`src/rtl/vga_draw_scheduler_pkg.sv`:
```
// vga_draw_pkg: shared definitions for the VGA draw scheduler.
//   SCREEN_W / SCREEN_H : visible DE1 VGA adapter resolution (160x120).
//   colour constants    : 3-bit RGB values for the adapter.
//   draw_state_t        : scheduler FSM states.
package vga_draw_pkg;

  localparam int SCREEN_W = 160;
  localparam int SCREEN_H = 120;

  localparam logic [2:0] BLACK   = 3'b000;
  localparam logic [2:0] BLUE    = 3'b001;
  localparam logic [2:0] GREEN   = 3'b010;
  localparam logic [2:0] CYAN    = 3'b011;
  localparam logic [2:0] RED     = 3'b100;
  localparam logic [2:0] MAGENTA = 3'b101;
  localparam logic [2:0] YELLOW  = 3'b110;
  localparam logic [2:0] WHITE   = 3'b111;

  typedef enum logic [1:0] {
    ST_IDLE = 2'd0,
    ST_DRAW = 2'd1,
    ST_DONE = 2'd2
  } draw_state_t;

endpackage

```
`src/rtl/vga_draw_scheduler_if.sv`:
```
// vga_draw_scheduler_if: requester bus plus VGA pixel-write port.
//   req/req_x/req_y/req_w/req_h/req_color : requester -> scheduler, packed
//                                            per requester k at [k*W +: W]
//   grant/done                             : scheduler -> requesters
//   VGA_X/VGA_Y/VGA_COLOR/plot             : scheduler -> VGA adapter
// Modports: slave = scheduler side, master = requester / adapter side.
interface vga_draw_scheduler_if #(
  parameter int NREQ = 4,
  parameter int X_W  = 8,
  parameter int Y_W  = 7,
  parameter int C_W  = 3
);
  logic [NREQ-1:0]     req;
  logic [NREQ*X_W-1:0] req_x;
  logic [NREQ*Y_W-1:0] req_y;
  logic [NREQ*X_W-1:0] req_w;
  logic [NREQ*Y_W-1:0] req_h;
  logic [NREQ*C_W-1:0] req_color;
  logic [NREQ-1:0]     grant;
  logic [NREQ-1:0]     done;
  logic [X_W-1:0]      VGA_X;
  logic [Y_W-1:0]      VGA_Y;
  logic [C_W-1:0]      VGA_COLOR;
  logic                plot;

  modport slave (
    input  req, req_x, req_y, req_w, req_h, req_color,
    output grant, done, VGA_X, VGA_Y, VGA_COLOR, plot
  );

  modport master (
    output req, req_x, req_y, req_w, req_h, req_color,
    input  grant, done, VGA_X, VGA_Y, VGA_COLOR, plot
  );
endinterface

```
`src/rtl/vga_draw_scheduler_rr_arbiter.sv`:
```
// rr_arbiter: round-robin arbiter.
//   clock, resetn : clock, async active-low reset
//   i_req         : request vector
//   i_upd         : strobe; moves the priority pointer past the current winner
//   o_gnt / o_idx : one-hot winner and its index (combinational)
//   o_vld         : any request present
module rr_arbiter #(
  parameter int NREQ = 4,
  parameter int PW   = (NREQ > 1) ? $clog2(NREQ) : 1
) (
  input  logic            clock,
  input  logic            resetn,
  input  logic [NREQ-1:0] i_req,
  input  logic            i_upd,
  output logic [NREQ-1:0] o_gnt,
  output logic [PW-1:0]   o_idx,
  output logic            o_vld
);

  logic [PW-1:0] r_ptr;
  logic [PW-1:0] w_k;
  int            w_sum;

  // Scan from the pointer upward, wrapping; the first set request wins.
  always_comb begin
    o_gnt = '0;
    o_idx = '0;
    o_vld = 1'b0;
    w_sum = 0;
    w_k   = '0;
    for (int i = 0; i < NREQ; i++) begin
      w_sum = int'(r_ptr) + i;
      if (w_sum >= NREQ) w_sum = w_sum - NREQ;
      w_k = PW'(w_sum);
      if (!o_vld && i_req[w_k]) begin
        o_vld      = 1'b1;
        o_gnt[w_k] = 1'b1;
        o_idx      = w_k;
      end
    end
  end

  always_ff @(posedge clock or negedge resetn) begin
    if (!resetn) begin
      r_ptr <= '0;
    end else if (i_upd && o_vld) begin
      r_ptr <= (o_idx == PW'(NREQ - 1)) ? '0 : o_idx + 1'b1;
    end
  end

endmodule

```
`src/rtl/vga_draw_scheduler.sv`:
```
// vga_draw_scheduler: shares the single VGA pixel-write port between the
// rectangle requesters (clear, paddle, ball, brick). Grants round-robin and
// rasters the winner's solid rectangle one pixel per clock, then pulses done.
//   clock, resetn : system clock, async active-low reset
//   bus (slave)   : requester bus and VGA port (vga_draw_scheduler_if)
//   busy          : high in DRAW and DONE
// Optional build macro VGA_SCHED_CLIP_EN: suppresses plot for pixels outside
// the 160x120 screen (coordinate carry included); otherwise coordinates wrap.
module vga_draw_scheduler
  import vga_draw_pkg::*;
#(
  parameter int NREQ = 4,
  parameter int X_W  = 8,
  parameter int Y_W  = 7,
  parameter int C_W  = 3
) (
  input  logic                  clock,
  input  logic                  resetn,
  vga_draw_scheduler_if.slave   bus,
  output logic                  busy
);

  localparam int PW = (NREQ > 1) ? $clog2(NREQ) : 1;

  draw_state_t r_state, w_next;

  logic [NREQ-1:0] w_arb_gnt;
  logic [PW-1:0]   w_arb_idx;
  logic            w_arb_vld;
  logic            w_grant_edge;

  logic [NREQ-1:0] r_gnt;
  logic [X_W-1:0]  r_x0, r_w, r_cx;
  logic [Y_W-1:0]  r_y0, r_h, r_cy;
  logic [C_W-1:0]  r_color;

  logic [NREQ-1:0][X_W-1:0] w_rx, w_rw;
  logic [NREQ-1:0][Y_W-1:0] w_ry, w_rh;
  logic [NREQ-1:0][C_W-1:0] w_rc;

  for (genvar k = 0; k < NREQ; k++) begin : g_unpack
    assign w_rx[k] = bus.req_x[k*X_W +: X_W];
    assign w_rw[k] = bus.req_w[k*X_W +: X_W];
    assign w_ry[k] = bus.req_y[k*Y_W +: Y_W];
    assign w_rh[k] = bus.req_h[k*Y_W +: Y_W];
    assign w_rc[k] = bus.req_color[k*C_W +: C_W];
  end

  logic [X_W-1:0] w_sx, w_sw;
  logic [Y_W-1:0] w_sy, w_sh;
  logic [C_W-1:0] w_sc;
  logic           w_zero, w_last, w_on;

  assign w_sx   = w_rx[w_arb_idx];
  assign w_sw   = w_rw[w_arb_idx];
  assign w_sy   = w_ry[w_arb_idx];
  assign w_sh   = w_rh[w_arb_idx];
  assign w_sc   = w_rc[w_arb_idx];
  assign w_zero = (w_sw == '0) || (w_sh == '0);
  assign w_last = (r_cx == r_w - 1'b1) && (r_cy == r_h - 1'b1);

  // The pointer moves at grant time; nothing arbitrates during a service,
  // so this is equivalent to moving it when the service completes.
  assign w_grant_edge = (r_state == ST_IDLE) && w_arb_vld;

  rr_arbiter #(.NREQ(NREQ), .PW(PW)) u_arb (
    .clock  (clock),
    .resetn (resetn),
    .i_req  (bus.req),
    .i_upd  (w_grant_edge),
    .o_gnt  (w_arb_gnt),
    .o_idx  (w_arb_idx),
    .o_vld  (w_arb_vld)
  );

  // State register
  always_ff @(posedge clock or negedge resetn) begin
    if (!resetn) r_state <= ST_IDLE;
    else         r_state <= w_next;
  end

  // Next state
  always_comb begin
    w_next = r_state;
    unique case (r_state)
      ST_IDLE: if (w_arb_vld) w_next = w_zero ? ST_DONE : ST_DRAW;
      ST_DRAW: if (w_last)    w_next = ST_DONE;
      ST_DONE:                w_next = ST_IDLE;
      default:                w_next = ST_IDLE;
    endcase
  end

  // Rectangle latch and raster counters. Origin, colour and counters are
  // only reloaded when a real draw starts, so the pixel outputs keep their
  // last values through DONE, IDLE and zero-size services. At the final
  // pixel the counters hold instead of wrapping for the same reason.
  always_ff @(posedge clock or negedge resetn) begin
    if (!resetn) begin
      r_gnt   <= '0;
      r_x0    <= '0;
      r_y0    <= '0;
      r_w     <= '0;
      r_h     <= '0;
      r_cx    <= '0;
      r_cy    <= '0;
      r_color <= '0;
    end else begin
      unique case (r_state)
        ST_IDLE: if (w_arb_vld) begin
          r_gnt <= w_arb_gnt;
          r_w   <= w_sw;
          r_h   <= w_sh;
          if (!w_zero) begin
            r_x0    <= w_sx;
            r_y0    <= w_sy;
            r_color <= w_sc;
            r_cx    <= '0;
            r_cy    <= '0;
          end
        end
        ST_DRAW: begin
          if (r_cx == r_w - 1'b1) begin
            if (r_cy != r_h - 1'b1) begin
              r_cx <= '0;
              r_cy <= r_cy + 1'b1;
            end
          end else begin
            r_cx <= r_cx + 1'b1;
          end
        end
        ST_DONE: r_gnt <= '0;
        default: ;
      endcase
    end
  end

`ifdef VGA_SCHED_CLIP_EN
  // One extra bit keeps the carry; any carry is >= 2^X_W and therefore
  // already fails the screen-bound compare.
  logic [X_W:0] w_px;
  logic [Y_W:0] w_py;
  assign w_px      = {1'b0, r_x0} + {1'b0, r_cx};
  assign w_py      = {1'b0, r_y0} + {1'b0, r_cy};
  assign w_on      = (w_px < (X_W+1)'(SCREEN_W)) && (w_py < (Y_W+1)'(SCREEN_H));
  assign bus.VGA_X = w_px[X_W-1:0];
  assign bus.VGA_Y = w_py[Y_W-1:0];
`else
  assign w_on      = 1'b1;
  assign bus.VGA_X = r_x0 + r_cx;
  assign bus.VGA_Y = r_y0 + r_cy;
`endif

  assign bus.VGA_COLOR = r_color;

  // Outputs
  always_comb begin
    busy      = (r_state != ST_IDLE);
    bus.grant = r_gnt;
    bus.done  = (r_state == ST_DONE) ? r_gnt : '0;
    bus.plot  = (r_state == ST_DRAW) && w_on;
  end

endmodule

```
`src/flat_wrapper.sv`:
```
// flat-port wrapper written by rule: the top's interface ports become plain ports
module vga_draw_scheduler_flat import vga_draw_pkg::*;
#(
  parameter int NREQ = 4,
  parameter int X_W  = 8,
  parameter int Y_W  = 7,
  parameter int C_W  = 3
)
  (clock, resetn, busy, bus_req, bus_req_x, bus_req_y, bus_req_w, bus_req_h, bus_req_color, bus_grant, bus_done, bus_VGA_X, bus_VGA_Y, bus_VGA_COLOR, bus_plot);
  vga_draw_scheduler_if #(.NREQ(NREQ), .X_W(X_W), .Y_W(Y_W), .C_W(C_W)) bus_i ();
  input  logic clock;
  input  logic resetn;
  output logic busy;
  input wire logic [$bits(bus_i.req)-1:0] bus_req;
  input wire logic [$bits(bus_i.req_x)-1:0] bus_req_x;
  input wire logic [$bits(bus_i.req_y)-1:0] bus_req_y;
  input wire logic [$bits(bus_i.req_w)-1:0] bus_req_w;
  input wire logic [$bits(bus_i.req_h)-1:0] bus_req_h;
  input wire logic [$bits(bus_i.req_color)-1:0] bus_req_color;
  output wire logic [$bits(bus_i.grant)-1:0] bus_grant;
  output wire logic [$bits(bus_i.done)-1:0] bus_done;
  output wire logic [$bits(bus_i.VGA_X)-1:0] bus_VGA_X;
  output wire logic [$bits(bus_i.VGA_Y)-1:0] bus_VGA_Y;
  output wire logic [$bits(bus_i.VGA_COLOR)-1:0] bus_VGA_COLOR;
  output wire logic [$bits(bus_i.plot)-1:0] bus_plot;
  assign bus_i.req = bus_req;
  assign bus_i.req_x = bus_req_x;
  assign bus_i.req_y = bus_req_y;
  assign bus_i.req_w = bus_req_w;
  assign bus_i.req_h = bus_req_h;
  assign bus_i.req_color = bus_req_color;
  assign bus_grant = bus_i.grant;
  assign bus_done = bus_i.done;
  assign bus_VGA_X = bus_i.VGA_X;
  assign bus_VGA_Y = bus_i.VGA_Y;
  assign bus_VGA_COLOR = bus_i.VGA_COLOR;
  assign bus_plot = bus_i.plot;
  vga_draw_scheduler #(.NREQ(NREQ), .X_W(X_W), .Y_W(Y_W), .C_W(C_W)) u_core (.clock(clock), .resetn(resetn), .bus(bus_i), .busy(busy));
endmodule
```
`config.mk`:
```
export PLATFORM = sky130hd
export DESIGN_NAME = vga_draw_scheduler_flat
export DESIGN_NICKNAME = d
export VERILOG_FILES = /design/src/rtl/vga_draw_scheduler_pkg.sv /design/src/rtl/vga_draw_scheduler_if.sv /design/src/rtl/vga_draw_scheduler_rr_arbiter.sv /design/src/rtl/vga_draw_scheduler.sv /design/src/flat_wrapper.sv
export SDC_FILE = /design/constraint.sdc
export NUM_CORES = 1
export LEC_CHECK = 0
export BUFFER_PORTS_ARGS = -buffer_cell sky130_fd_sc_hd__buf_4
export CORE_ASPECT_RATIO = 1.4
export CORE_UTILIZATION = 53
export CTS_BUF_LIST = sky130_fd_sc_hd__clkbuf_16
export DETAILED_ROUTE_END_ITERATION = 16
export PLACE_DENSITY = 0.83
export SYNTH_ARGS = -nofsm -noshare
export SYNTH_HDL_FRONTEND = slang
export SYNTH_SLANG_ARGS = --single-unit
```
`constraint.sdc`:
```
create_clock -name clock -period 5.1 [get_ports clock]
set_input_delay 0.255 -clock clock [delete_from_list [all_inputs] [get_ports clock]]
set_output_delay 0.255 -clock clock [all_outputs]
set_load 0.05 [all_outputs]
```
Word level (Yosys, flattened, before mapping)
Cells that the tools add are included.
Widths: inputs -> output; s select.
- bits in read-only memories: 0
- word-level logic and storage cells: 139
- latch bits: 0
- register bits: 56
- input port bits: 138
- memories: 0
- memory bits (writable): 0
- output and inout bits: 28
- equal/unequal tests: 12
- shift operators: 0
- reductions and logical operators: 26
- divide/modulo/power cells: 0
- multiplexer cells: 60
- multipliers: 0
- bitwise logic cells: 4
- add/subtract/negate cells: 14
- $lt $le $gt $ge: 13
- operator list (kind ; count):
    $mux 8 ; 6
    $mux 7 ; 6
    $bmux 8 s2 ; 2
    $bmux 7 s2 ; 2
    $mux 2 ; 12
    $mux 4 ; 6
    $pmux 8 s2 ; 1
    $lt 2x3->1 const B ; 5
    $pmux 7 s2 ; 1
    $mux 1 ; 12
    $or 4x4->4 ; 3
    $logic_and 1x1->1 ; 10
    $ge 3x3->1 const B ; 3
    $add 8x1->8 const B ; 1
    $add 8x8->8 ; 1
    $bmux 1 s2 ; 4
    $demux 1 s2 ; 4
    $eq 8x8->1 ; 1
    $ge 2x1->1 const B ; 4
    $logic_not 8->1 ; 1
    $pmux 4 s2 ; 1
    $sub 2x1->2 const B ; 4
    $sub 8x1->8 const B ; 1
    $add 7x1->7 const B ; 1
    other kinds (26) ; 37

Logic depth before layout (Yosys ltp)
Gate-level depths: netlist (run 1).
- depth after elaboration: 21
- mapped depth: 17
- mapped depth without buffers: 11

Modules after synthesis
A second synthesis (run 1) with hierarchy kept.
- cell total of the unflattened synthesis: 434
- area total of the unflattened synthesis: 4818.4 µm²
- modules (own cells, without submodules) (module ; seq. area each (µm²) ; cells each ; instances ; area each (µm²)):
    vga_draw_scheduler ; 1351.3 ; 374 ; 1 ; 4270.3
    rr_arbiter ; 50.0 ; 60 ; 1 ; 548.0

Least setup slack after synthesis (run 1)
Ideal clock, no wire load.
- path type: flip-flop to flip-flop
- start: reg u_core.u_arb.r_ptr[0]
- end: reg u_core.r_color[0] (netlist: u_core.bus.VGA_COLOR[0])
- arrival: 3701 ps
- buffers on the path: 5
- clock period less this slack: 3826 ps
- stages on the path, launching flop included: 16
- slack: 1274 ps
- path through: dfrtp_1 -> buf_2 -> inv_1 -> ha_1 -> buf_2 -> mux4_2 -> buf_2 -> o21a_1 -> nor2_4 -> o41ai_1 -> o221a_2 -> a21o_1 -> buf_6 -> nor2_8 -> buf_8 -> mux2_4
- cells in the longest elaborated chain, start to end: 20
- ends and longest elaborated chain (element ; RTL line ; text):
    start: declaration ; vga_draw_scheduler_rr_arbiter.sv:20 ; logic [PW-1:0] r_ptr;
    start signal: assignment ; vga_draw_scheduler_rr_arbiter.sv:47 ; r_ptr <= (o_idx == PW'(NREQ - 1)) ? '0 : o_idx + 1'b1;
    branches (longest 20 deep; another with $add 2x1->3) ; - ;
    end signal: assignment ; vga_draw_scheduler.sv:116 ; r_color <= w_sc;
    end: declaration ; vga_draw_scheduler.sv:35 ; logic [C_W-1:0] r_color;
Parallel ways; which one is timed is not known. The select of a mux whose other input is x is not followed.
A chain may end at the register's enable or synchronous reset.

Worst setup path after layout (run 1)
- start: reg u_core.u_arb.r_ptr[1]
- end: reg u_core.r_x0[6]
- cells in the longest elaborated chain, start to end: 20
- ends and longest elaborated chain (element ; RTL line ; text):
    branches (longest 20 deep; another with $add 2x1->3) ; - ;
    end signal: assignment ; vga_draw_scheduler.sv:114 ; r_x0 <= w_sx;
    end: declaration ; vga_draw_scheduler.sv:33 ; logic [X_W-1:0] r_x0, r_w, r_cx;
Parallel ways; which one is timed is not known. The select of a mux whose other input is x is not followed.

==> impl_results.md, run 1 <==
- Core area: between 9000 and 10000 sq um
- HP Class: input pin to asynchronous set/reset pin
- Status: complete, but fails checks
- Asr flop ratio synth: 100.0%
- Warnings from Yosys: 0
- Top routing layer in use: met4
- CTS tree: built
- Die Ht: roughly 120 microns
- Fin crit share: around nine tenths
- Commonest non-fill, non-tap cell in the layout: buf_4
- Mapped cell area: 5268 sq um
- Setup_tns: 0 ps
- GP Congestion: 0.9964
- F_max: 218.0 MHz
- Die Area: 10350 sq um
- Starting Density: 55.08%
- Power Total: 0.004955 W
- Main combinational cell family by area after synthesis: simple AND/OR/NAND/NOR gates
- R2R Path Start: u_core.u_arb.r_ptr[1]
- CP top delay family: multiplexers
- ANT cells: 0
- Post-synth top flop: dfrtp_1
- Final hold vios: 3
- Register area: 1401 sq um
- DR vias/cell: around 6.0
- CP startpoint kind: flip-flop
- Post-synthesis adder-cell area fraction: 6.461%
- Multi-input logic area: 3592 sq um
- Worst-skew pair later-pin latency: 300 ps
- Mux cell area share after synthesis: under 10%
- Synthesis-to-finish area growth: 27.08%
- Fin crit period: between 4000 and 5000 ps
- Post_cts resized: 0
- Synth Area in Simple Gates: 29.45%
- Number of DRC markers in iteration 0: 464
- FP Rows: 42
- Total Routed Length: 16.98 mm
- Post-Route Skew: 7.242 ps
- Final Max Slew Viols: 0
- Die X: 86.26 microns
- WHS: -6.576 ps
- Top-level I/O count: 166
- Violated checks: hold timing
- GRT overflow: 0
- Hold buffer count at CTS: 0
- Flop-to-flop setup slack: 510 ps
- Synthesized Nets: between 800 and 900
- Count of final setup violators: 0
- Clk root buf: clkbuf_16
- Metal-1 WL: 6.500 mm
- Post-synthesis compound-gate area fraction: 17.15%
- Layout cells sized above 1: 27.24%
- Crit path DAT: 4780 ps
- Maximum fanout along the worst path: 22
- First-pass DRT Iterations: 5
- Initial antenna violation count: 0
- Syn avg cell area: 7.839 sq um
- Wire length per cell: 17.93 microns
- IO Port Bufs: approximately 170
- Netlist cell types: 68
- Global-route wire length before repair: 26.93 mm
- Yosys reg bits: 56
- Worst VDD drop: ~0.46 mV
- Final ANT Viol Nets: 0
- H-tree depth: 2
- Clock Pin Slew Worst Setup and Hold Paths: 80 ps
- Sequential area share after synthesis: 26.60%
- Slew at the pin closest to its max-slew limit: 1169 ps
- RR Endpoint: u_core.r_x0[6]
- Pin count of the biggest net entering global routing: 57
- Post-synthesis xor/xnor area fraction: 5.154%
- Total CTS buffers: 5
- Setup CP Type: flip-flop to flip-flop
- Leak: 3.272 nW
- Routed wl met3: between 1 and 1.5 mm
- Synth Instances: between 600 and 700
- Reg2reg path depth: 11
- Critical-path cell list: inv_1 -> ha_1 -> mux4_2 -> o21a_1 -> nor2_4 -> buf_4 -> o31ai_1 -> o221a_2 -> a21o_1 -> nor2_8 -> mux2_2
- Slowest stage delay, CP: 690 ps
- Clk sinks: 56
- Post-layout net count: 978
- Post-synth EDFFs: 0
- Max-cap violations: 0
- Gr usage total: 32.96%
- Met2 wire length: 8.915 mm
- RSZ-0062 raised after global routing: no
- CTS Buffer Depth: 2
- Relative slew slack: 21.77%
- PwrDens: approximately 740 nW/um^2
- Fillers: 850
- Drc violations: 0
- CP endpoint kind: flip-flop
- DR vias: 5704
- Hpwl dp: 13.45 mm
- Vias in the first global route: between 5k and 6k
- CP required: between 5000 and 6000 ps
- Postcts setup bufs: 0
- Slowest stage cell, crit path: mux4_2
- CP bufs+invs: 2
- Most frequent cells in the layout: 173 x buf_4, 154 x nand2_1, 56 x dfrtp_1
synth_stat cells (all sizes together), types with 18 or more instances:
library cell  count  share of area, %
nand2           154                11
dfrtp            56                27
nand3            54               5.2
nor2             27               2.4
and3             26               3.1
inv              25               1.8
clkbuf           24               1.7
ha               24               5.7
o21ai            24               2.4
a21oi            22               2.1
mux2             22               5.3
xnor2            22               3.7
a31oi            18               2.1
metal layers:
layer | GRT usage, % | up-vias
li1 | - | 2672
met1 | 38.68 | 2752
met2 | 59.47 | 232
met3 | 5.089 | 48
met4 | 12.29 | 0
met5 | 0 | -
worst max path at each step:
stage                                from                      end  depth (start not counted)
global route        u_core.u_arb.r_ptr[1]           u_core.r_x0[6]                         13
global placement    u_core.u_arb.r_ptr[1]  u_core.bus.VGA_COLOR[2]                         11
CTS                 u_core.u_arb.r_ptr[1]           u_core.r_x0[6]                         11
finish              u_core.u_arb.r_ptr[1]           u_core.r_x0[6]                         11
floorplan           u_core.u_arb.r_ptr[0]  u_core.bus.VGA_COLOR[0]                         15
detailed placement  u_core.u_arb.r_ptr[1]           u_core.r_x0[6]                         11
logic make-up (layout without fill, tap and decap cells):
group / after synthesis / count (layout)
and+or+nand+nor: 324 / 324
AOI/OAI and AO/OA: 131 / 131
buffers and inverters: 63 / 206
DFF: 56 / 56
muxes: 41 / 41
xor gates and xnor gates: 31 / 31
adders and majority gates: 26 / 26
power by group:
part           leakage, nW  switching (W)  internal, W  total, W
Combinational         2.52        0.00234      0.00139   0.00373
Clock               0.0716       0.000168     0.000182  0.000350
Sequential           0.680       0.000245     0.000631  0.000876
registers in the layout, summed over array words and instances (netlist names), 3 cells and up:
signal,cells
u_core.r_y0,7
u_core.bus.VGA_COLOR,3
u_core.r_cx,8
u_core.bus.grant,4
u_core.r_cy,7
u_core.r_w,8
u_core.r_h,7
u_core.r_x0,8
final cells by class:
| type | instances | share of cell area [%] |
|---|---|---|
| multi-input combinational | 553 | 53.66 |
| sequential | 56 | 20.93 |
| timing repair buffer | 173 | 19.40 |
| tap | 132 | 2.467 |
| clock buffer | 5 | 1.869 |
| inverter | 25 | 1.402 |
| clock inverter | 3 | 0.2617 |
metrics by stage:
stage               cells  area (sq um)  util (%)  setup slack, ps
global route          947          6694     69.99            248.8
global placement      939          6551     68.50            748.8
finish                947          6694     69.99            512.0
detailed placement    939          6551     68.50            572.0
CTS                   947          6694     69.99            560.5
floorplan             672          5268         -             1274
No activity file was read; power rests on OpenSTA's default activity.
==> run 2: changes to the inputs <==
--- a/config.mk
+++ b/config.mk
@@ -6,11 +6,11 @@
 export NUM_CORES = 1
 export LEC_CHECK = 0
 export BUFFER_PORTS_ARGS = -buffer_cell sky130_fd_sc_hd__buf_4
-export CORE_ASPECT_RATIO = 1.4
 export CORE_UTILIZATION = 53
 export CTS_BUF_LIST = sky130_fd_sc_hd__clkbuf_16
 export DETAILED_ROUTE_END_ITERATION = 16
 export PLACE_DENSITY = 0.83
+export RECOVER_POWER = 50
 export SYNTH_ARGS = -nofsm -noshare
 export SYNTH_HDL_FRONTEND = slang
 export SYNTH_SLANG_ARGS = --single-unit
==> run 2 against run 1 <==
Net effect:
- the run ends with capacitance limit, slew limit left
- sequential share of layout area grew 0.21 points
- clock power fell by 1%
- final area down 0.97%
- total power fell by 1.2%
- clock skew up 0.63 ps
- routed wire length down 3.8%
- sequential power rose by 1%
- first-iteration DRC count fell by 26%
- global-route usage down 1.1 points
- critical path depth stayed put
- cell count fell by 0.11%
- critical endpoint is now u_core.r_x0[7]
- largest cell class unchanged
==> impl_results.md, run 2 (synthesized netlist as in run 1, its figures left out) <==
- H-tree depth: 2 (unchanged)
- Die X: 101.7 microns (+18%)
- Relative slew slack: -98.26% (-120 points)
- Final ANT Viol Nets: 0 (unchanged)
- Slowest stage delay, CP: 680 ps (about the same)
- Wire length per cell: 17.27 microns (-3.7%)
- Leak: 3.207 nW (-2.0%)
- Regs by FF count: u_core.r_cx x8, u_core.r_w x8, u_core.r_x0 x8
- PwrDens: 738.3 nW/um^2 (-0.25%)
- Die Ht: 101.7 microns (-15%)
- Total Routed Length: 16.33 mm (-3.8%)
- CTS Buffer Depth: 2 (unchanged)
- GRT overflow: 0 (unchanged)
- GP Congestion: 0.9560 (-4.1%)
- Slowest stage cell, crit path: dfrtp_1
- Max-cap violations: 1 (+1)
- Number of DRC markers in iteration 0: 344 (-26%)
- Worst Slack Setup Final: 627.8 ps (+115.8 ps)
- Post-layout net count: 976 (-0.20%)
- Postcts setup bufs: 0 (unchanged)
- Fin crit share: 87.69% (-2.3 points)
- Most frequent cells in the layout: 156 x buf_4, 154 x nand2_1, 56 x dfrtp_1
- Post-Route Skew: 7.868 ps (+0.6264 ps)
- CTS tree: built
- Top-level I/O count: 166 (unchanged)
- Status: complete, but fails checks
- Setup CP Type: flip-flop to flip-flop
- Critical-path cell list: inv_1 -> ha_1 -> mux4_2 -> nor2_1 -> a32oi_2 -> buf_4 -> o311ai_0 -> o221a_2 -> a21o_1 -> nor2_8 -> mux2_2
- Commonest non-fill, non-tap cell in the layout: buf_4
- CP startpoint kind: flip-flop
- Post_cts resized: 0 (unchanged)
- Clk root buf: clkbuf_16
- Pre-CTS setup slack: 629.9 ps (+57.86 ps)
- Clk sinks: 56 (unchanged)
- RSZ-0062 raised after global routing: no
- FP Rows: 36 (-14%)
- First-pass DRT Iterations: 5 (unchanged)
- Drc violations: 0 (unchanged)
- F_max: 223.6 MHz (+2.6%)
- HP Class: input pin to flip-flop
- Count of final setup violators: 0 (unchanged)
- IO Port Bufs: 165 (unchanged)
- Hpwl dp: 12.84 mm (-4.6%)
- Worst-skew pair later-pin latency: 300 ps (about the same)
- Core area: 9684 sq um (+1.3%)
- Final Max Slew Viols: 57 (+57)
- Crit path DAT: 4650 ps (-130 ps)
- Slew at the pin closest to its max-slew limit: 2974 ps (+1805 ps)
- Violated checks: capacitance limit, slew limit
- Die Area: 10340 sq um (about the same)
- Global-route wire length before repair: 25.59 mm (-5.0%)
- Fin crit period: 4472 ps (-115.8 ps)
- Starting Density: 54.39% (-0.68 points)
- CP required: 5280 ps (about the same)
- Initial antenna violation count: 0 (unchanged)
- Pin count of the biggest net entering global routing: 57 (unchanged)
- Hold buffer count at CTS: 0 (unchanged)
- ANT cells: 0 (unchanged)
- Final hold vios: 0 (-3)
- Worst VDD drop: 0.6830 mV (+50%)
- Vias in the first global route: 5221 (-5.9%)
- Clock Pin Slew Worst Setup and Hold Paths: 70 ps (about the same)
- Synthesis-to-finish area growth: 25.84%
- Maximum fanout along the worst path: 44 (+100%)
- Setup_tns: 0 ps (unchanged)
- Total CTS buffers: 5 (unchanged)
- DR vias: 5649 (-0.96%)
- CP endpoint kind: flip-flop
- Gr usage total: 31.86% (-1.1 points)
- Power Total: 0.004894 W (-1.2%)
- Layout cells sized above 1: 25.34% (-1.9 points)
- DR vias/cell: 5.971 (-0.86%)
## run 2: where the power goes
| part | switching (W) | leakage [nW] | internal [W] |
|---|---|---|---|
| Clock | 0.000161 | 0.0742 | 0.000184 |
| Sequential | 0.000256 | 0.680 | 0.000631 |
| Combinational | 0.00232 | 2.45 | 0.00134 |
| Total | 0.00274 | 3.21 | 0.00216 |
## run 2: final timing paths
kind	cells after the start	slack (ps)	endpoint	start
worst min register to register	1	510	u_core.bus.VGA_COLOR[2]	u_core.bus.VGA_COLOR[2]
worst max-delay path	11	630	u_core.r_x0[7]	u_core.u_arb.r_ptr[1]
max in group asynchronous	1	2500	u_core.r_h[3]	resetn
worst min-delay path	5	310	u_core.r_w[6]	bus_req_w[6]
min in group asynchronous	1	920	u_core.r_cx[3]	resetn
worst max register to register	11	630	u_core.r_x0[7]	u_core.u_arb.r_ptr[1]
## run 2: critical path, delay by kind of cell, from the launching register on
| kind | cells | cell delay (ps) |
|---|---|---|
| AO/OA/AOI/OAI | 4 | 1180 |
| adder cells (fa/ha/maj) | 1 | 440 |
| buffers and inverters | 2 | 630 |
| flip-flops | 1 | 680 |
| multiplexers | 2 | 930 |
| AND/OR/NAND/NOR | 2 | 480 |
## run 2: routing by layer
metal  GRT usage, %  part of all wire, %
met5              0                    0
met4          11.48                  2.9
met3          4.141                  7.3
met2          50.36                   47
met1          44.55                   43
## run 2: stage by stage
stage / hold slack (ps) / area [sq um] / util (%) / instances
floorplan: -40.59 / 5268 / - / 672
global placement: 336.1 / 6538 / 67.51 / 938
detailed placement: 347.3 / 6538 / 67.51 / 938
CTS: 32.47 / 6685 / 69.03 / 946
global route: 348.7 / 6629 / 68.45 / 946
finish: 310.7 / 6629 / 68.45 / 946
## run 2: area by class of cell
cell class / count / area [sq um]
Multi-Input combinational cell: 553 / 3592
Clock buffer: 5 / 125.1
Sequential cell: 56 / 1401
Timing Repair Buffer: 171 / 1227
Tap cell: 133 / 166.4
Clock inverter: 3 / 22.52
Inverter: 25 / 93.84
Fill cell: 812 / 3055
